--- src/rtl/exp_lut_pipe_if.sv ---
`default_nettype none
// ============================================================================
// Module  : exp_lut_pipe_if
// Purpose : Bundles the streaming input, the result output and the two
//           table-SRAM read ports of exp_lut_pipe.
//   in_valid/in_ready/in_x       : FP32 operand stream into the unit
//   out_valid/out_ready/out_y    : FP32 result stream out of the unit
//   sram_hi_* / sram_lo_*        : read enable, index and returned word
//   slave  : view taken by the exp unit
//   master : view taken by the surrounding datapath / tables
// Revision: 1.0 - initial release
// ============================================================================
interface exp_lut_pipe_if #(
    parameter int E_BITS  = 4,
    parameter int HI_BITS = 11
);
    localparam int LO_BITS = 23 - HI_BITS;

    logic                        in_valid;
    logic                        in_ready;
    logic [31:0]                 in_x;
    logic                        out_valid;
    logic                        out_ready;
    logic [31:0]                 out_y;
    logic                        sram_hi_en;
    logic [E_BITS+HI_BITS:0]     sram_hi_idx;
    logic [31:0]                 sram_hi_data;
    logic                        sram_lo_en;
    logic [E_BITS+LO_BITS:0]     sram_lo_idx;
    logic [31:0]                 sram_lo_data;

    modport slave (
        input  in_valid, in_x, out_ready, sram_hi_data, sram_lo_data,
        output in_ready, out_valid, out_y,
               sram_hi_en, sram_hi_idx, sram_lo_en, sram_lo_idx
    );

    modport master (
        output in_valid, in_x, out_ready, sram_hi_data, sram_lo_data,
        input  in_ready, out_valid, out_y,
               sram_hi_en, sram_hi_idx, sram_lo_en, sram_lo_idx
    );
endinterface
`default_nettype wire

--- src/rtl/exp_lut_pipe.sv ---
`default_nettype none
// ============================================================================
// Module  : FP_MUL_FP32
// Purpose : FP32 multiplier, round-to-nearest-even, denormals flushed to
//           zero, overflow to infinity. Result is delayed by LAT cycles.
//   clk, rst : clock, synchronous active-high reset
//   inA, inB : FP32 operands;  out : FP32 product (LAT cycles later)
// Revision: 1.0 - initial release
// ============================================================================
module FP_MUL_FP32 #(
    parameter int LAT = 2
) (
    input  logic        clk,
    input  logic        rst,
    input  logic [31:0] inA,
    input  logic [31:0] inB,
    output logic [31:0] out
);
    logic [7:0]  ea, eb;
    logic [22:0] ma, mb;
    logic        sgn, zero_a, zero_b, inf_a, inf_b, nan_a, nan_b;
    logic [47:0] prod;
    logic        top;
    logic [22:0] mant;
    logic        guard, sticky;
    logic [23:0] mant_r;
    logic [9:0]  e_sum;
    logic [31:0] res;
    logic [31:0] res_q [LAT];
    logic [31:0] res_d [LAT];

    assign ea     = inA[30:23];
    assign eb     = inB[30:23];
    assign ma     = inA[22:0];
    assign mb     = inB[22:0];
    assign sgn    = inA[31] ^ inB[31];
    assign zero_a = (ea == 8'd0);
    assign zero_b = (eb == 8'd0);
    assign inf_a  = (ea == 8'hFF) && (ma == 23'd0);
    assign inf_b  = (eb == 8'hFF) && (mb == 23'd0);
    assign nan_a  = (ea == 8'hFF) && (ma != 23'd0);
    assign nan_b  = (eb == 8'hFF) && (mb != 23'd0);

    always_comb begin
        prod   = 48'({1'b1, ma}) * 48'({1'b1, mb});
        top    = prod[47];
        // Product of two [1,2) significands lies in [1,4); normalise by one bit when >= 2.
        mant   = top ? prod[46:24] : prod[45:23];
        guard  = top ? prod[23]    : prod[22];
        sticky = top ? (|prod[22:0]) : (|prod[21:0]);
        mant_r = {1'b0, mant} + {23'd0, guard & (sticky | mant[0])};
        // A rounding carry leaves mant_r[22:0] at zero, so only the exponent moves.
        e_sum  = {2'b00, ea} + {2'b00, eb} + {9'd0, top} + {9'd0, mant_r[23]} - 10'd127;
        res    = {sgn, e_sum[7:0], mant_r[22:0]};
        if (nan_a || nan_b || ((inf_a || inf_b) && (zero_a || zero_b))) begin
            res = 32'h7FC00000;
        end else if (inf_a || inf_b) begin
            res = {sgn, 8'hFF, 23'd0};
        end else if (zero_a || zero_b) begin
            res = {sgn, 31'd0};
        end else if ($signed(e_sum) >= 10'sd255) begin
            res = {sgn, 8'hFF, 23'd0};
        end else if ($signed(e_sum) <= 10'sd0) begin
            res = {sgn, 31'd0};
        end
    end

    always_comb begin
        res_d[0] = res;
        for (int i = 1; i < LAT; i++) begin
            res_d[i] = res_q[i-1];
        end
    end

    always_ff @(posedge clk) begin
        for (int i = 0; i < LAT; i++) begin
            res_q[i] <= rst ? 32'd0 : res_d[i];
        end
    end

    assign out = res_q[LAT-1];
endmodule

// ============================================================================
// Module  : exp_lut_pipe
// Purpose : Pipelined FP32 exp(x). Two table words indexed by
//           {exponent offset, mantissa part, sign} are multiplied; IEEE
//           special cases and out-of-range exponents are overridden. Results
//           queue in a credit-protected output FIFO.
//   clk, rst : clock, synchronous active-high reset
//   bus      : operand stream, result stream and table SRAM ports
// Revision: 1.0 - initial release
// ============================================================================
module exp_lut_pipe #(
    parameter int E_MIN      = -7,
    parameter int E_MAX      = 6,
    parameter int E_BITS     = 4,
    parameter int HI_BITS    = 11,
    parameter int SRAM_LAT   = 1,
    parameter int MUL_LAT    = 2,
    parameter int FIFO_DEPTH = 8
) (
    input  logic           clk,
    input  logic           rst,
    exp_lut_pipe_if.slave  bus
);
    localparam int LO_BITS = 23 - HI_BITS;
    localparam int PIPE_D  = SRAM_LAT + MUL_LAT;
    localparam int PTR_W   = $clog2(FIFO_DEPTH);
    localparam int CNT_W   = PTR_W + 1;
    localparam int SUM_W   = $clog2(FIFO_DEPTH + PIPE_D + 1) + 1;
    localparam logic [7:0] C_EXP_LO = 8'(127 + E_MIN);
    localparam logic [7:0] C_EXP_HI = 8'(127 + E_MAX);

    typedef enum logic [2:0] {
        CLS_NORM = 3'd0,
        CLS_ONE  = 3'd1,
        CLS_PINF = 3'd2,
        CLS_ZERO = 3'd3,
        CLS_QNAN = 3'd4
    } cls_e;

    logic [7:0]        x_exp;
    logic [22:0]       x_man;
    logic              x_sgn;
    logic [E_BITS-1:0] e_off;
    cls_e              x_cls;
    logic              accept;

    assign x_exp  = bus.in_x[30:23];
    assign x_man  = bus.in_x[22:0];
    assign x_sgn  = bus.in_x[31];
    assign e_off  = E_BITS'(x_exp - C_EXP_LO);
    assign accept = bus.in_valid & bus.in_ready;

    assign bus.sram_hi_en  = accept;
    assign bus.sram_lo_en  = accept;
    assign bus.sram_hi_idx = {e_off, x_man[22:LO_BITS], x_sgn};
    assign bus.sram_lo_idx = {e_off, x_man[LO_BITS-1:0], x_sgn};

    // NaN is tested before infinity; exp(+inf)=+inf, exp(-inf)=+0.
    always_comb begin
        x_cls = CLS_NORM;
        if (x_exp == 8'hFF) begin
            if (x_man != 23'd0) x_cls = CLS_QNAN;
            else                x_cls = x_sgn ? CLS_ZERO : CLS_PINF;
        end else if (x_exp >= C_EXP_HI) begin
            x_cls = x_sgn ? CLS_ZERO : CLS_PINF;
        end else if (x_exp < C_EXP_LO) begin
            x_cls = CLS_ONE;
        end
    end

    // Class/valid shift register, aligned with the SRAM + multiplier latency.
    logic [PIPE_D-1:0] vld_q, vld_d;
    cls_e              cls_q [PIPE_D];
    cls_e              cls_d [PIPE_D];
    logic [SUM_W-1:0]  inflight;

    always_comb begin
        vld_d    = {vld_q[PIPE_D-2:0], accept};
        cls_d[0] = x_cls;
        for (int i = 1; i < PIPE_D; i++) begin
            cls_d[i] = cls_q[i-1];
        end
        inflight = '0;
        for (int i = 0; i < PIPE_D; i++) begin
            inflight = inflight + SUM_W'(vld_q[i]);
        end
    end

    logic [31:0] mul_out;

    FP_MUL_FP32 #(.LAT(MUL_LAT)) u_mul (
        .clk (clk),
        .rst (rst),
        .inA (bus.sram_hi_data),
        .inB (bus.sram_lo_data),
        .out (mul_out)
    );

    logic        push, pop;
    logic [31:0] wdata;

    assign push = vld_q[PIPE_D-1];

    always_comb begin
        case (cls_q[PIPE_D-1])
            CLS_QNAN: wdata = 32'h7FC00000;
            CLS_PINF: wdata = 32'h7F800000;
            CLS_ZERO: wdata = 32'h00000000;
            CLS_ONE:  wdata = 32'h3F800000;
            default:  wdata = mul_out;
        endcase
    end

    // Output FIFO
    logic [31:0]      mem_q [FIFO_DEPTH];
    logic [31:0]      mem_d [FIFO_DEPTH];
    logic [PTR_W-1:0] wr_ptr_q, wr_ptr_d, rd_ptr_q, rd_ptr_d;
    logic [CNT_W-1:0] count_q, count_d;

    assign bus.out_valid = !rst && (count_q != '0);
    assign bus.out_y     = mem_q[rd_ptr_q];
    assign pop           = bus.out_valid & bus.out_ready;

    // Credits: every in-flight operation already owns a FIFO slot.
    assign bus.in_ready  = !rst && ((SUM_W'(count_q) + inflight) < SUM_W'(FIFO_DEPTH));

    always_comb begin
        mem_d    = mem_q;
        wr_ptr_d = wr_ptr_q + PTR_W'(push);
        rd_ptr_d = rd_ptr_q + PTR_W'(pop);
        count_d  = count_q + CNT_W'(push) - CNT_W'(pop);
        if (push) begin
            mem_d[wr_ptr_q] = wdata;
        end
    end

    always_ff @(posedge clk) begin
        if (rst) begin
            vld_q    <= '0;
            wr_ptr_q <= '0;
            rd_ptr_q <= '0;
            count_q  <= '0;
        end else begin
            vld_q    <= vld_d;
            wr_ptr_q <= wr_ptr_d;
            rd_ptr_q <= rd_ptr_d;
            count_q  <= count_d;
        end
    end

    // Payload storage needs no reset; occupancy is tracked by count_q.
    always_ff @(posedge clk) begin
        cls_q <= cls_d;
        mem_q <= mem_d;
    end
endmodule
`default_nettype wire

--- src/flat_wrapper.sv ---
// flat-port wrapper written by rule: the top's interface ports become plain ports
module exp_lut_pipe_flat 
#(
    parameter int E_MIN      = -7,
    parameter int E_MAX      = 6,
    parameter int E_BITS     = 4,
    parameter int HI_BITS    = 11,
    parameter int SRAM_LAT   = 1,
    parameter int MUL_LAT    = 2,
    parameter int FIFO_DEPTH = 8
)
  (clk, rst, bus_in_valid, bus_in_x, bus_out_ready, bus_sram_hi_data, bus_sram_lo_data, bus_in_ready, bus_out_valid, bus_out_y, bus_sram_hi_en, bus_sram_hi_idx, bus_sram_lo_en, bus_sram_lo_idx);
  exp_lut_pipe_if #(.E_BITS(E_BITS), .HI_BITS(HI_BITS)) bus_i ();
  input  logic clk;
  input  logic rst;
  input wire logic [$bits(bus_i.in_valid)-1:0] bus_in_valid;
  input wire logic [$bits(bus_i.in_x)-1:0] bus_in_x;
  input wire logic [$bits(bus_i.out_ready)-1:0] bus_out_ready;
  input wire logic [$bits(bus_i.sram_hi_data)-1:0] bus_sram_hi_data;
  input wire logic [$bits(bus_i.sram_lo_data)-1:0] bus_sram_lo_data;
  output wire logic [$bits(bus_i.in_ready)-1:0] bus_in_ready;
  output wire logic [$bits(bus_i.out_valid)-1:0] bus_out_valid;
  output wire logic [$bits(bus_i.out_y)-1:0] bus_out_y;
  output wire logic [$bits(bus_i.sram_hi_en)-1:0] bus_sram_hi_en;
  output wire logic [$bits(bus_i.sram_hi_idx)-1:0] bus_sram_hi_idx;
  output wire logic [$bits(bus_i.sram_lo_en)-1:0] bus_sram_lo_en;
  output wire logic [$bits(bus_i.sram_lo_idx)-1:0] bus_sram_lo_idx;
  assign bus_i.in_valid = bus_in_valid;
  assign bus_i.in_x = bus_in_x;
  assign bus_i.out_ready = bus_out_ready;
  assign bus_i.sram_hi_data = bus_sram_hi_data;
  assign bus_i.sram_lo_data = bus_sram_lo_data;
  assign bus_in_ready = bus_i.in_ready;
  assign bus_out_valid = bus_i.out_valid;
  assign bus_out_y = bus_i.out_y;
  assign bus_sram_hi_en = bus_i.sram_hi_en;
  assign bus_sram_hi_idx = bus_i.sram_hi_idx;
  assign bus_sram_lo_en = bus_i.sram_lo_en;
  assign bus_sram_lo_idx = bus_i.sram_lo_idx;
  exp_lut_pipe #(.E_MIN(E_MIN), .E_MAX(E_MAX), .E_BITS(E_BITS), .HI_BITS(HI_BITS), .SRAM_LAT(SRAM_LAT), .MUL_LAT(MUL_LAT), .FIFO_DEPTH(FIFO_DEPTH)) u_core (.clk(clk), .rst(rst), .bus(bus_i));
endmodule
--- config.mk ---
export PLATFORM = sky130hd
export DESIGN_NAME = exp_lut_pipe_flat
export DESIGN_NICKNAME = d
export VERILOG_FILES = /design/src/rtl/exp_lut_pipe_if.sv /design/src/rtl/exp_lut_pipe.sv /design/src/flat_wrapper.sv
export SDC_FILE = /design/constraint.sdc
export NUM_CORES = 2
export LEC_CHECK = 0
export ABC_AREA = 1
export CAP_MARGIN = 40
export CORE_MARGIN = 4
export CORE_UTILIZATION = 43
export CTS_CLUSTER_SIZE = 20
export DETAILED_ROUTE_END_ITERATION = 16
export DONT_BUFFER_PORTS = 1
export PLACE_DENSITY = 0.7
export SLEW_MARGIN = 15
export SYNTH_ARGS = -nofsm -noshare
export SYNTH_HDL_FRONTEND = slang
export SYNTH_SLANG_ARGS = --single-unit
--- constraint.sdc ---
create_clock -name clk -period 14.9 [get_ports clk]
set_clock_uncertainty 0.1 [all_clocks]
set_input_delay 1.49 -clock clk [delete_from_list [all_inputs] [get_ports clk]]
set_output_delay 1.49 -clock clk [all_outputs]
set_load 0.02 [all_outputs]
==> results.md <==
* Status: finished, final reports clean
* Syn. warnings at 0
* Commonest cells in the netlist: 1184 x inv_1, 1075 x nand2_1, 485 x fa_1, 439 x nor2_1, 256 x edfxtp_1
* Hpwl dp at 66800 um
* Sequential area share after synthesis at 26.1%
* Crit path top cell by count: fa_1
* R2R Path End: u_core.count_q[2]
* Netlist Area Pre-Place at 0.0361 mm^2
* Share of cells above drive strength 1 at 3.39%
* Post-synthesis cell count at 4493
* Post-CTS Setup Bufs at 0
* Worst skew pair latency at 0.55 ns
* Worst r2r src: u_core.count_q[2]
* Routability congestion estimate at 0.948
* Syn-to-layout area delta at 4.63%
* Post-synth EDFFs at 256
* Synth top area cells: fa_1 27%, edfxtp_1 21%, inv_1 12%, nand2_1 11%, ha_1 7.0%
* Critical Path Source Type: primary input
* Post-CTS resize count at 0
* Port bufs at 0
* Synth top area share at 26.9%
* Routed Antenna Nets at 0
* Largest net degree at the start of global routing at 79
* Reg2reg setup slack at 12.12 ns
* Max-Slew Margin vs Limit at 34.1%
* CP Data Arrival Time at 11.16 ns
* Top sig layer: met4
* Initial antenna violation count at 0
* Worst Path Required at 15.24 ns
* Number of fill cells at 7987
* Htree depth at 1
* Syn_nets at 5279
* Reg2reg path depth at 11
* Synth cell types at 55
* First-pass detailed-route iteration total at 8
* Final setup fails at 0
* Maximum clock rate at 92.4 MHz
* Core box area at 0.0826 mm^2
* Total grt overflow at 0
* Clock sink count at 342
* Cell with the most instances after synthesis: inv_1
* Synth Area per Inst at 8.02 um^2
* Vias per cell at 5.00
* Setup TNS at 0 ns
* Min-Delay Path Class: flop to flop
* WL met1 at 36800 um
* Tot GR Track Use at 20.1%
* Layout net count at 5128
* Met2 wire length at 42800 um
* Drt drc at 0
* Ports at 169
* Crit path launch: bus_sram_hi_data[21]
* DR WL/cell at 16.3 um
* # diodes at 0
* Total die area at 0.0885 mm^2
* Row count at 105
* Vias in the first global route at 28000
* Die width at 298 um
* Yosys reg bits at 342
* Final Routed Wirelength at 88500 um
* 1st-iter DRT viols at 1996
* Worst setup path endpoint: u_core.u_mul.res_q[0][12]
* Initial Util at 43.6%
* Fin. Hold Viols at 0
* Synth async-reset ratio at 0%
* Crit share post-route at 72.6%
* Yosys top cell by area: fa_1
* Clock transition at the registers of the reported paths at 0.06 ns
* CTS root buf: clkbuf_16
* Worst Max-Slew Pin Slew at 0.978 ns
* Slowest-stage cell, CP: fa_1
* Top FF cell, synth: edfxtp_1
* CTS tree: yes
* Total CTS buffers at 31
* CP peak stage delay at 0.60 ns
* Crit Path Class: primary input to flop
* First-pass GRT wire length at 145000 um
* Vias at 27200
* Die Y at 298 um
* Met3 Wirelength at 5640 um
* Clock tree buffer depth at 3
* Max_cap viols at 0
* CP endpoint kind: flop
* RSZ-0062 raised after global routing: false
* Max-slew violations at 0
* Final min period at 10.82 ns
* # hold bufs at CTS at 0
* CP Max Fanout at 35
[worst max-delay path, delay by kind of cell]
family	cells	cell delay, ns
AOI/OAI and AO/OA	4	1.06
xor gates and xnor gates	1	0.19
adders and majority gates	10	4.84
buffers and inverters	7	0.51
and+or+nand+nor	23	3.02
[registers in the layout, indices dropped and copies added (netlist names)]
| name | cells |
|---|---|
| u_core.wr_ptr_q | 3 |
| u_core.cls_q | 3 |
| u_core.mem_q | 256 |
| u_core.count_q | 4 |
| u_core.rd_ptr_q | 3 |
| u_core.vld_q | 3 |
| u_core.cls_d | 6 |
| u_core.u_mul.res_q | 64 |
[layout make-up]
| class | instances | area [um^2] | share of cell area, % |
|---|---|---|---|
| clock buffers | 39 | 830 | 2.20 |
| clock inverters | 19 | 195 | 0.517 |
| inverters | 1197 | 4490 | 11.9 |
| multi-input cells | 2754 | 21300 | 56.5 |
| flip-flops and latches | 342 | 9410 | 25.0 |
| well taps | 1070 | 1340 | 3.55 |
| repair buffers | 16 | 138 | 0.365 |
[worst min path at each step]
stage,depth (start not counted),startpoint,end,slack [ns]
detailed placement,0,u_core.cls_d[0],u_core.cls_q[0],0.21
global placement,0,u_core.cls_d[1],u_core.cls_q[1],0.21
CTS,0,u_core.cls_d[0],u_core.cls_q[0],0.22
floorplan,0,u_core.cls_d[3],u_core.cls_d[0],0.21
finish,0,u_core.cls_d[0],u_core.cls_q[0],0.22
global route,0,u_core.cls_d[2],u_core.cls_q[2],0.23
[cells by family (layout without fill, tap and decap cells)]
family | after synthesis | in the layout | share of synthesized area [%]
AO/OA/AOI/OAI | 309 | 309 | 4.68
XOR/XNOR | 29 | 29 | 0.705
adder cells (fa/ha/maj) | 686 | 686 | 33.9
buffers and inverters | 1397 | 1271 | 15.0
flip-flops | 342 | 342 | 26.1
AND/OR/NAND/NOR | 1730 | 1730 | 19.6
[layer usage]
| layer | vias up | GRT usage (%) |
|---|---|---|
| met2 | 938 | 34.8 |
| met3 | 193 | 2.26 |
| li1 | 12900 | - |
| met5 | - | 0 |
| met1 | 13200 | 26.4 |
| met4 | 0 | 6.66 |
[cells in the final DEF, fill, tap and decap left out, types with 15 or more instances in the layout]
master	n
clkbuf_16	31
nand3_1	73
a31oi_1	33
nand2_2	17
nor2_1	431
o21ai_0	159
nor3_1	20
nand4_1	26
xor2_1	15
nor4_1	19
a21oi_1	64
dfxtp_1	84
ha_1	201
edfxtp_1	256
inv_1	1183
nor2_4	16
o22ai_1	32
fa_1	485
nand2_1	1075
[per-stage QoR]
step	hold slack (ns)	instances	util, %	area [um^2]	setup WS (ns)
after detailed placement	0.212	5379	44.4	36700	3.51
after global placement	0.213	5377	44.4	36700	3.66
after global routing	0.232	5437	45.6	37700	3.44
after CTS	0.223	5437	45.6	37700	4.06
after floorplan	0.210	4493	-	36100	4.24
final	0.225	5437	45.6	37700	4.08
Power is not shown: default switching activity piles up to over one toggle a cycle in this logic, so the estimate is an artifact.
